File: src/rtl/fmul_arbiter_if.sv
// Handshake bundle between two fmul requesters, the shared multiplier and the result consumer.
interface fmul_arbiter_if;
  logic        req0_valid;
  logic        req0_ready;
  logic [31:0] req0_x1;
  logic [31:0] req0_x2;
  logic [3:0]  req0_tag;
  logic        req1_valid;
  logic        req1_ready;
  logic [31:0] req1_x1;
  logic [31:0] req1_x2;
  logic [3:0]  req1_tag;
  logic        out_valid;
  logic        out_ready;
  logic [31:0] out_y;
  logic        out_id;
  logic [3:0]  out_tag;
  logic        busy;

  modport slave (
    input  req0_valid, req0_x1, req0_x2, req0_tag,
    input  req1_valid, req1_x1, req1_x2, req1_tag,
    input  out_ready,
    output req0_ready, req1_ready,
    output out_valid, out_y, out_id, out_tag, busy
  );

  modport master (
    output req0_valid, req0_x1, req0_x2, req0_tag,
    output req1_valid, req1_x1, req1_x2, req1_tag,
    output out_ready,
    input  req0_ready, req1_ready,
    input  out_valid, out_y, out_id, out_tag, busy
  );
endinterface

File: src/rtl/fmul_arbiter.sv
// Two requesters share one 2-stage truncating fmul feeding a 2-entry credit-managed result FIFO.
// Define FMUL_ARB_RR_EN for round-robin arbitration; default is fixed priority to requester 0.
module fmul_arbiter (
  input  logic          clk,
  input  logic          rst,
  fmul_arbiter_if.slave bus
);
  logic        grant0, grant1, issue0, issue1, credit_ok, pop, push;
  logic [2:0]  occ;
  logic [31:0] op_x1, op_x2, y;
  logic [47:0] m_prod;
  logic        unused_prod_lsbs;

  logic [24:0] prod_d, prod_q;
  logic [8:0]  exp_d, exp_q;
  logic        sign_d, sign_q, zero_d, zero_q;
  logic        id_d, id_q, inflight_d, inflight_q;
  logic [3:0]  tag_d, tag_q;

  logic [36:0] ent0_d, ent0_q, ent1_d, ent1_q, new_ent;
  logic [1:0]  count_d, count_q;

  logic        norm;
  logic [22:0] frac;
  logic [10:0] e_b, e_res;

`ifdef FMUL_ARB_RR_EN
  logic rr_d, rr_q;
  assign grant0 = bus.req0_valid && (!bus.req1_valid || !rr_q);
  assign grant1 = bus.req1_valid && (!bus.req0_valid ||  rr_q);
  always_comb begin
    rr_d = rr_q;
    if (issue0)      rr_d = 1'b1;
    else if (issue1) rr_d = 1'b0;
  end
  always_ff @(posedge clk or posedge rst)
    if (rst) rr_q <= 1'b0;
    else     rr_q <= rr_d;
`else
  assign grant0 = bus.req0_valid;
  assign grant1 = bus.req1_valid && !bus.req0_valid;
`endif

  assign pop       = (count_q != 2'd0) && bus.out_ready;
  assign push      = inflight_q;
  assign occ       = {1'b0, count_q} + {2'b0, inflight_q} - {2'b0, pop};
  assign credit_ok = occ < 3'd2;
  assign issue0    = !rst && grant0 && credit_ok;
  assign issue1    = !rst && grant1 && credit_ok;

  // Stage 1: operand mux, mantissa product, raw exponent sum (bias removed in stage 2)
  always_comb begin
    op_x1      = issue1 ? bus.req1_x1 : bus.req0_x1;
    op_x2      = issue1 ? bus.req1_x2 : bus.req0_x2;
    m_prod     = {1'b1, op_x1[22:0]} * {1'b1, op_x2[22:0]};
    prod_d     = m_prod[47:23];
    exp_d      = {1'b0, op_x1[30:23]} + {1'b0, op_x2[30:23]};
    sign_d     = op_x1[31] ^ op_x2[31];
    zero_d     = (op_x1[30:23] == 8'd0) || (op_x2[30:23] == 8'd0);
    id_d       = issue1;
    tag_d      = issue1 ? bus.req1_tag : bus.req0_tag;
    inflight_d = issue0 || issue1;
  end
  assign unused_prod_lsbs = ^m_prod[22:0];

  always_ff @(posedge clk or posedge rst)
    if (rst) begin
      prod_q     <= '0;
      exp_q      <= '0;
      sign_q     <= 1'b0;
      zero_q     <= 1'b0;
      id_q       <= 1'b0;
      tag_q      <= '0;
      inflight_q <= 1'b0;
    end else begin
      prod_q     <= prod_d;
      exp_q      <= exp_d;
      sign_q     <= sign_d;
      zero_q     <= zero_d;
      id_q       <= id_d;
      tag_q      <= tag_d;
      inflight_q <= inflight_d;
    end

  // Stage 2: normalize and pack; biased exponent e_b <= 127 underflows, >= 382 overflows
  always_comb begin
    norm  = prod_q[24];
    frac  = norm ? prod_q[23:1] : prod_q[22:0];
    e_b   = {2'b0, exp_q} + {10'b0, norm};
    e_res = e_b - 11'd127;
    if (zero_q || e_b <= 11'd127) y = 32'h0000_0000;
    else if (e_b >= 11'd382)      y = {sign_q, 8'hFF, 23'd0};
    else                          y = {sign_q, e_res[7:0], frac};
    new_ent = {id_q, tag_q, y};
  end

  // Shift FIFO: entry 0 is always the head
  always_comb begin
    ent0_d  = ent0_q;
    ent1_d  = ent1_q;
    count_d = count_q;
    case ({push, pop})
      2'b10: begin
        if (count_q == 2'd0) ent0_d = new_ent;
        else                 ent1_d = new_ent;
        count_d = count_q + 2'd1;
      end
      2'b01: begin
        ent0_d  = ent1_q;
        count_d = count_q - 2'd1;
      end
      2'b11: begin
        if (count_q == 2'd1) ent0_d = new_ent;
        else begin
          ent0_d = ent1_q;
          ent1_d = new_ent;
        end
      end
      default: ;
    endcase
  end

  always_ff @(posedge clk or posedge rst)
    if (rst) begin
      ent0_q  <= '0;
      ent1_q  <= '0;
      count_q <= '0;
    end else begin
      ent0_q  <= ent0_d;
      ent1_q  <= ent1_d;
      count_q <= count_d;
    end

  assign bus.req0_ready = issue0;
  assign bus.req1_ready = issue1;
  assign bus.out_valid  = count_q != 2'd0;
  assign bus.out_id     = ent0_q[36];
  assign bus.out_tag    = ent0_q[35:32];
  assign bus.out_y      = ent0_q[31:0];
  assign bus.busy       = inflight_q || (count_q != 2'd0);
endmodule

File: src/flat_wrapper.sv
// flat-port wrapper written by rule: the top's interface ports become plain ports
module fmul_arbiter_flat 
  (clk, rst, bus_req0_valid, bus_req0_x1, bus_req0_x2, bus_req0_tag, bus_req1_valid, bus_req1_x1, bus_req1_x2, bus_req1_tag, bus_out_ready, bus_req0_ready, bus_req1_ready, bus_out_valid, bus_out_y, bus_out_id, bus_out_tag, bus_busy);
  fmul_arbiter_if bus_i ();
  input  logic clk;
  input  logic rst;
  input wire logic [$bits(bus_i.req0_valid)-1:0] bus_req0_valid;
  input wire logic [$bits(bus_i.req0_x1)-1:0] bus_req0_x1;
  input wire logic [$bits(bus_i.req0_x2)-1:0] bus_req0_x2;
  input wire logic [$bits(bus_i.req0_tag)-1:0] bus_req0_tag;
  input wire logic [$bits(bus_i.req1_valid)-1:0] bus_req1_valid;
  input wire logic [$bits(bus_i.req1_x1)-1:0] bus_req1_x1;
  input wire logic [$bits(bus_i.req1_x2)-1:0] bus_req1_x2;
  input wire logic [$bits(bus_i.req1_tag)-1:0] bus_req1_tag;
  input wire logic [$bits(bus_i.out_ready)-1:0] bus_out_ready;
  output wire logic [$bits(bus_i.req0_ready)-1:0] bus_req0_ready;
  output wire logic [$bits(bus_i.req1_ready)-1:0] bus_req1_ready;
  output wire logic [$bits(bus_i.out_valid)-1:0] bus_out_valid;
  output wire logic [$bits(bus_i.out_y)-1:0] bus_out_y;
  output wire logic [$bits(bus_i.out_id)-1:0] bus_out_id;
  output wire logic [$bits(bus_i.out_tag)-1:0] bus_out_tag;
  output wire logic [$bits(bus_i.busy)-1:0] bus_busy;
  assign bus_i.req0_valid = bus_req0_valid;
  assign bus_i.req0_x1 = bus_req0_x1;
  assign bus_i.req0_x2 = bus_req0_x2;
  assign bus_i.req0_tag = bus_req0_tag;
  assign bus_i.req1_valid = bus_req1_valid;
  assign bus_i.req1_x1 = bus_req1_x1;
  assign bus_i.req1_x2 = bus_req1_x2;
  assign bus_i.req1_tag = bus_req1_tag;
  assign bus_i.out_ready = bus_out_ready;
  assign bus_req0_ready = bus_i.req0_ready;
  assign bus_req1_ready = bus_i.req1_ready;
  assign bus_out_valid = bus_i.out_valid;
  assign bus_out_y = bus_i.out_y;
  assign bus_out_id = bus_i.out_id;
  assign bus_out_tag = bus_i.out_tag;
  assign bus_busy = bus_i.busy;
  fmul_arbiter u_core (.clk(clk), .rst(rst), .bus(bus_i));
endmodule
File: config.mk
export PLATFORM = sky130hd
export DESIGN_NAME = fmul_arbiter_flat
export DESIGN_NICKNAME = d
export VERILOG_FILES = /design/src/rtl/fmul_arbiter_if.sv /design/src/rtl/fmul_arbiter.sv /design/src/flat_wrapper.sv
export SDC_FILE = /design/constraint.sdc
export NUM_CORES = 2
export LEC_CHECK = 0
export ABC_CLOCK_PERIOD_IN_PS = 10100
export CORE_UTILIZATION = 62
export CTS_BUF_LIST = sky130_fd_sc_hd__clkbuf_2 sky130_fd_sc_hd__clkbuf_4 sky130_fd_sc_hd__clkbuf_8
export CTS_CLUSTER_DIAMETER = 100
export DETAILED_ROUTE_END_ITERATION = 7
export PLACE_DENSITY = 0.94
export SKIP_LAST_GASP = 1
export SLEW_MARGIN = 20
export SYNTH_ARGS = -nofsm -noshare
export SYNTH_HDL_FRONTEND = slang
export SYNTH_SLANG_ARGS = --single-unit
File: constraint.sdc
create_clock -name clk -period 10.1 [get_ports clk]
set_input_delay 2.02 -clock clk [delete_from_list [all_inputs] [get_ports clk]]
set_output_delay 2.02 -clock clk [all_outputs]
set_load 0.05 [all_outputs]
==> results of run 1 <==
-- cell families after synthesis --
group / count (synthesis) / synth area share
xor+xnor: 46 / 0.0172
buf+inv: 703 / 0.114
mux: 48 / 0.0208
compound gates: 231 / 0.0616
simple gates: 857 / 0.149
flops: 118 / 0.126
fa+ha+maj: 669 / 0.511
-- layer usage --
metal	GRT overflow	global-route usage
met4	83	0.768
met5	1	0.446
met3	6	0.671
met2	106	0.871
met1	6	0.725
-- what timing repair did --
item / CTS
resized for setup: 135
pin swaps: 61
hold buffers: 0
endpoints found under the setup margin: 25
hold endpoints to repair: 0
buffers inserted: 39
cloned: 5
-- per-stage QoR --
stage | hold slack (ns) | setup slack (ns) | std cells | setup TNS [ns]
3_5_place_dp | 0.472 | -1.40 | 3555 | -24.83
2_1_floorplan | 0.451 | 0.000646 | 2672 | 0
3_3_place_gp | 0.463 | -0.804 | 3555 | -13.24
4_1_cts | 0.501 | -0.0427 | 3629 | -0.0632
==> impl_metrics.csv, run 1 <==
group,metric,value,unit
run_status,outcome,"aborted with a tool error",
run_status,failing_step,"5_1_grt",
run_status,error_line,"[ERROR GRT-0116] Global routing finished with congestion. Check the congestion regions in the DRC Viewer.",
grt,grt_overflow,202,
synthesis,ys_ff_latch,118,
grt,grt_max_degree,76,
clock_network,cts_buffer_depth,2,
grt,grt_pass1_vias,30833,
synthesis,synth_top_area_share,0.412,
die,start_util,0.636,
synthesis,yosysWarnings,0,
synthesis,yosysMostFrequentCell,"inv_1",
clock_network,htreeDepth,4,
synthesis,synth_common_cells,"inv_1 (578), nand2_1 (489), fa_1 (482)",
synthesis,syn_nets,3482,
grt,grt_usage,0.752,
placement,dp.final_hpwl,71200,um
clock_network,cts_sinks,118,
placement,io_buffer_count,181,
synthesis,seq_area_frac_synth,0.126,
die,fp.dieH,196,um
die,fp.dieW,196,um
synthesis,syn_avg_cell_area,8.77,um2
die,rows,70,
grt,grt_pass1_wl,206000,um
synthesis,syn_inst,2672,
placement,gp_congestion,1.14,
synthesis,synth.cell_area,0.0234,mm2
synthesis,ys_types,75,
synthesis,async_flop_share,1.00,
synthesis,synth_edf_count,0,
synthesis,synth_area_leaders,"fa_1 (41%), dfrtp_1 (13%), ha_1 (10%)",
die,ios,182,
clock_network,cts_buffers,17,
synthesis,synthFlopType,"dfrtp_1",
placement,post_dp_cell_area,0.0280,mm2
clock_network,clockRootBuffer,"clkbuf_8",
synthesis,yosysTopAreaCell,"fa_1",
==> run 2, diff against run 1 <==
- CORE_UTILIZATION: 62 -> 40
- CTS_BUF_LIST: sky130_fd_sc_hd__clkbuf_2 sky130_fd_sc_hd__clkbuf_4 sky130_fd_sc_hd__clkbuf_8 -> not set
- CTS_CLUSTER_DIAMETER: 100 -> not set
- PLACE_DENSITY: 0.94 -> not set
- PLACE_DENSITY_LB_ADDON: not set -> 0.15
==> impl_metrics.csv, run 2 <==
group,metric,value,unit
worst_setup_path,crit_family,"adder cells",
min_path,whs_endpoint,"u_core.ent0_q[31]",
worst_setup_path,r2r_start,"u_core.count_q[1]",
timing,timing.fmax,0.0999,GHz
synthesis,synth_area_leaders,"fa_1 (41%), dfrtp_1 (13%), ha_1 (10%)",
synthesis,async_flop_share,1.00,
synthesis,synth_top_area_share,0.412,
layout,final_common_cell,"inv_1",
die,fp.dieW,244,um
routing,vias_per_cell,5.04,
worst_setup_path,crit_arrival,10.32,ns
routing,firstDrtPassIters,6,
routing,drtIter0Drc,1303,
synthesis,synthFlopType,"dfrtp_1",
layout,final_cell_mix,"inv_1 (532), fa_1 (458), nand2_1 (440)",
timing,whs,0.476,ns
min_path,hold_depth,2,
layout,drive_gt1_frac,0.214,
clock_network,clkTransAtPathRegs,0.05,ns
synthesis,ys_ff_latch,118,
worst_setup_path,rr_worst_depth,32,
layout,nets,3987,
worst_setup_path,path_buf_inv,8,
die,die-area,0.0596,mm2
grt,grt_pass1_wl,122000,um
clock_network,clockRootBuffer,"clkbuf_16",
worst_setup_path,start_kind,"input port",
worst_setup_path,max_stage_delay,0.62,ns
routing,wirelength,80300,um
timing,worst_pin_slew,0.903,ns
worst_setup_path,path_class,"in -> reg",
timing,finalClockSkew,0.00785,ns
timing,setup_viol,0,
grt,grt_overflow,0,
worst_setup_path,cp_slowest_cell,"fa_1",
synthesis,yosysWarnings,0,
worst_setup_path,cp-end-kind,"flop",
worst_setup_path,critPathRequiredTime,10.41,ns
synthesis,synth_edf_count,0,
die,start_util,0.406,
synthesis,synth_common_cells,"inv_1 (578), nand2_1 (489), fa_1 (482)",
synthesis,syn_nets,3482,
synthesis,yosysTopAreaCell,"fa_1",
layout,fin_area,0.0310,mm2
timing,drv_slew,0,
synthesis,syn_inst,2672,
placement,io_buffer_count,181,
clock_network,clk_latency,0.41,ns
synthesis,seq_area_frac_synth,0.126,
clock_network,htreeDepth,4,
grt,grt_max_degree,62,
grt,grt_pass1_vias,21169,
layout,nFillCells,5378,
placement,dp.final_hpwl,67800,um
worst_setup_path,rrSetupSlack,0.85,ns
worst_setup_path,rr_endpoint,"u_core.prod_q[22]",
routing,wl_per_cell,20.3,um
run_status,outcome,"finished, final reports clean",
job,cap_violations,0,
worst_setup_path,worstPathMaxFanout,7,
die,rows,88,
timing,fin_crit_sh,0.991,
min_path,hp-class,"reg -> reg",
placement,post_dp_cell_area,0.0286,mm2
routing,drc,0,
synthesis,ys_types,75,
routing,final_antenna_net_count,0,
die,coreArea,0.0578,mm2
layout,top_regs,"u_core.ent0_q (37), u_core.ent1_q (37), u_core.prod_q (25)",
die,fp.dieH,244,um
grt,antenna_found_initial,1,
clock_network,cts_buffers,17,
die,ios,182,
timing,relSlewSlack,0.398,
grt,grt_usage,0.272,
layout,area_growth,32.4,%
synthesis,yosysMostFrequentCell,"inv_1",
routing,num_vias,19920,
timing,min_period,10.01,ns
timing,rsz0062_at_grt,"yes",
timing,hold_viol,0,
synthesis,syn_avg_cell_area,8.77,um2
clock_network,cts_hold_buf,0,
worst_setup_path,cp_common_cell,"fa_1",
clock_network,cts_buffer_depth,2,
clock_network,tritoncts,"done",
clock_network,cts_sinks,118,
synthesis,synth.cell_area,0.0234,mm2
min_path,hp-start,"u_core.ent0_q[31]",
placement,gp_congestion,0.967,
[run 2: cell counts after synthesis]
Identical to the previous run, type by type.
[run 2: cell families after synthesis]
kind of cell | synth area share
AO/OA/AOI/OAI | 0.0616
XOR/XNOR | 0.0172
adder cells (fa/ha/maj) | 0.511
buffers and inverters | 0.114
flip-flops | 0.126
multiplexers | 0.0208
AND/OR/NAND/NOR | 0.149
[run 2: what timing repair did]
action                                 4_1_cts  5_1_grt
endpoints found under the hold margin        0        0
resized for setup                          106      183
gates cloned                                 4        4
buffers inserted                            28       51
setup endpoints to repair                   21       19
pin swaps                                   56       73
[run 2: worst max-delay path by stage]
stage,from,endpoint,slack [ns],cells past startpoint
floorplan,bus_out_ready,u_core.prod_q[24],0.0006,31
global placement,bus_out_ready,u_core.prod_q[22],-0.93,34
detailed placement,bus_out_ready,u_core.prod_q[24],-1.13,35
CTS,bus_out_ready,u_core.prod_q[19],-0.05,35
global route,bus_out_ready,u_core.prod_q[19],-0.1,33
finish,bus_out_ready,u_core.prod_q[22],0.09,31
[run 2: through the flow]
step	instances	setup slack (ns)	utilization	TNS, ns
global route	3955	-0.0951	0.537	-0.483
floorplan	2672	0.000646	-	0
global placement	3838	-0.930	0.495	-15.05
finish	3956	0.0890	0.537	0
CTS	3902	-0.0490	0.519	-0.156
detailed placement	3838	-1.13	0.495	-18.53
[run 2: per-layer routing]
layer | part of all wire | GRT usage
met1 | 0.43 | 0.364
met2 | 0.47 | 0.446
met3 | 0.063 | 0.0459
met4 | 0.039 | 0.0926
met5 | 0 | 0
[run 2: worst reg2reg max path: cells and delay by family (launching register included)]
kind	cells	cell delay (ns)
flops	1	0.50
buf+inv	8	0.97
compound gates	4	0.98
fa+ha+maj	11	5.05
mux	1	0.15
simple gates	8	1.50
[run 2: area by class of cell]
cell class	instances	area, um2	area share
timing repair buffer	603	5710	0.184
antenna	1	2.50	0.0000806
multi-input combinational	1851	18600	0.599
clock buffer	20	467	0.0150
clock inverter	12	116	0.00375
inverter	586	2260	0.0727
sequential	118	2950	0.0951
tap	765	957	0.0308
Power of run 2 is not shown: default switching activity piles up to over one toggle a cycle in this logic, so the estimate is an artifact.
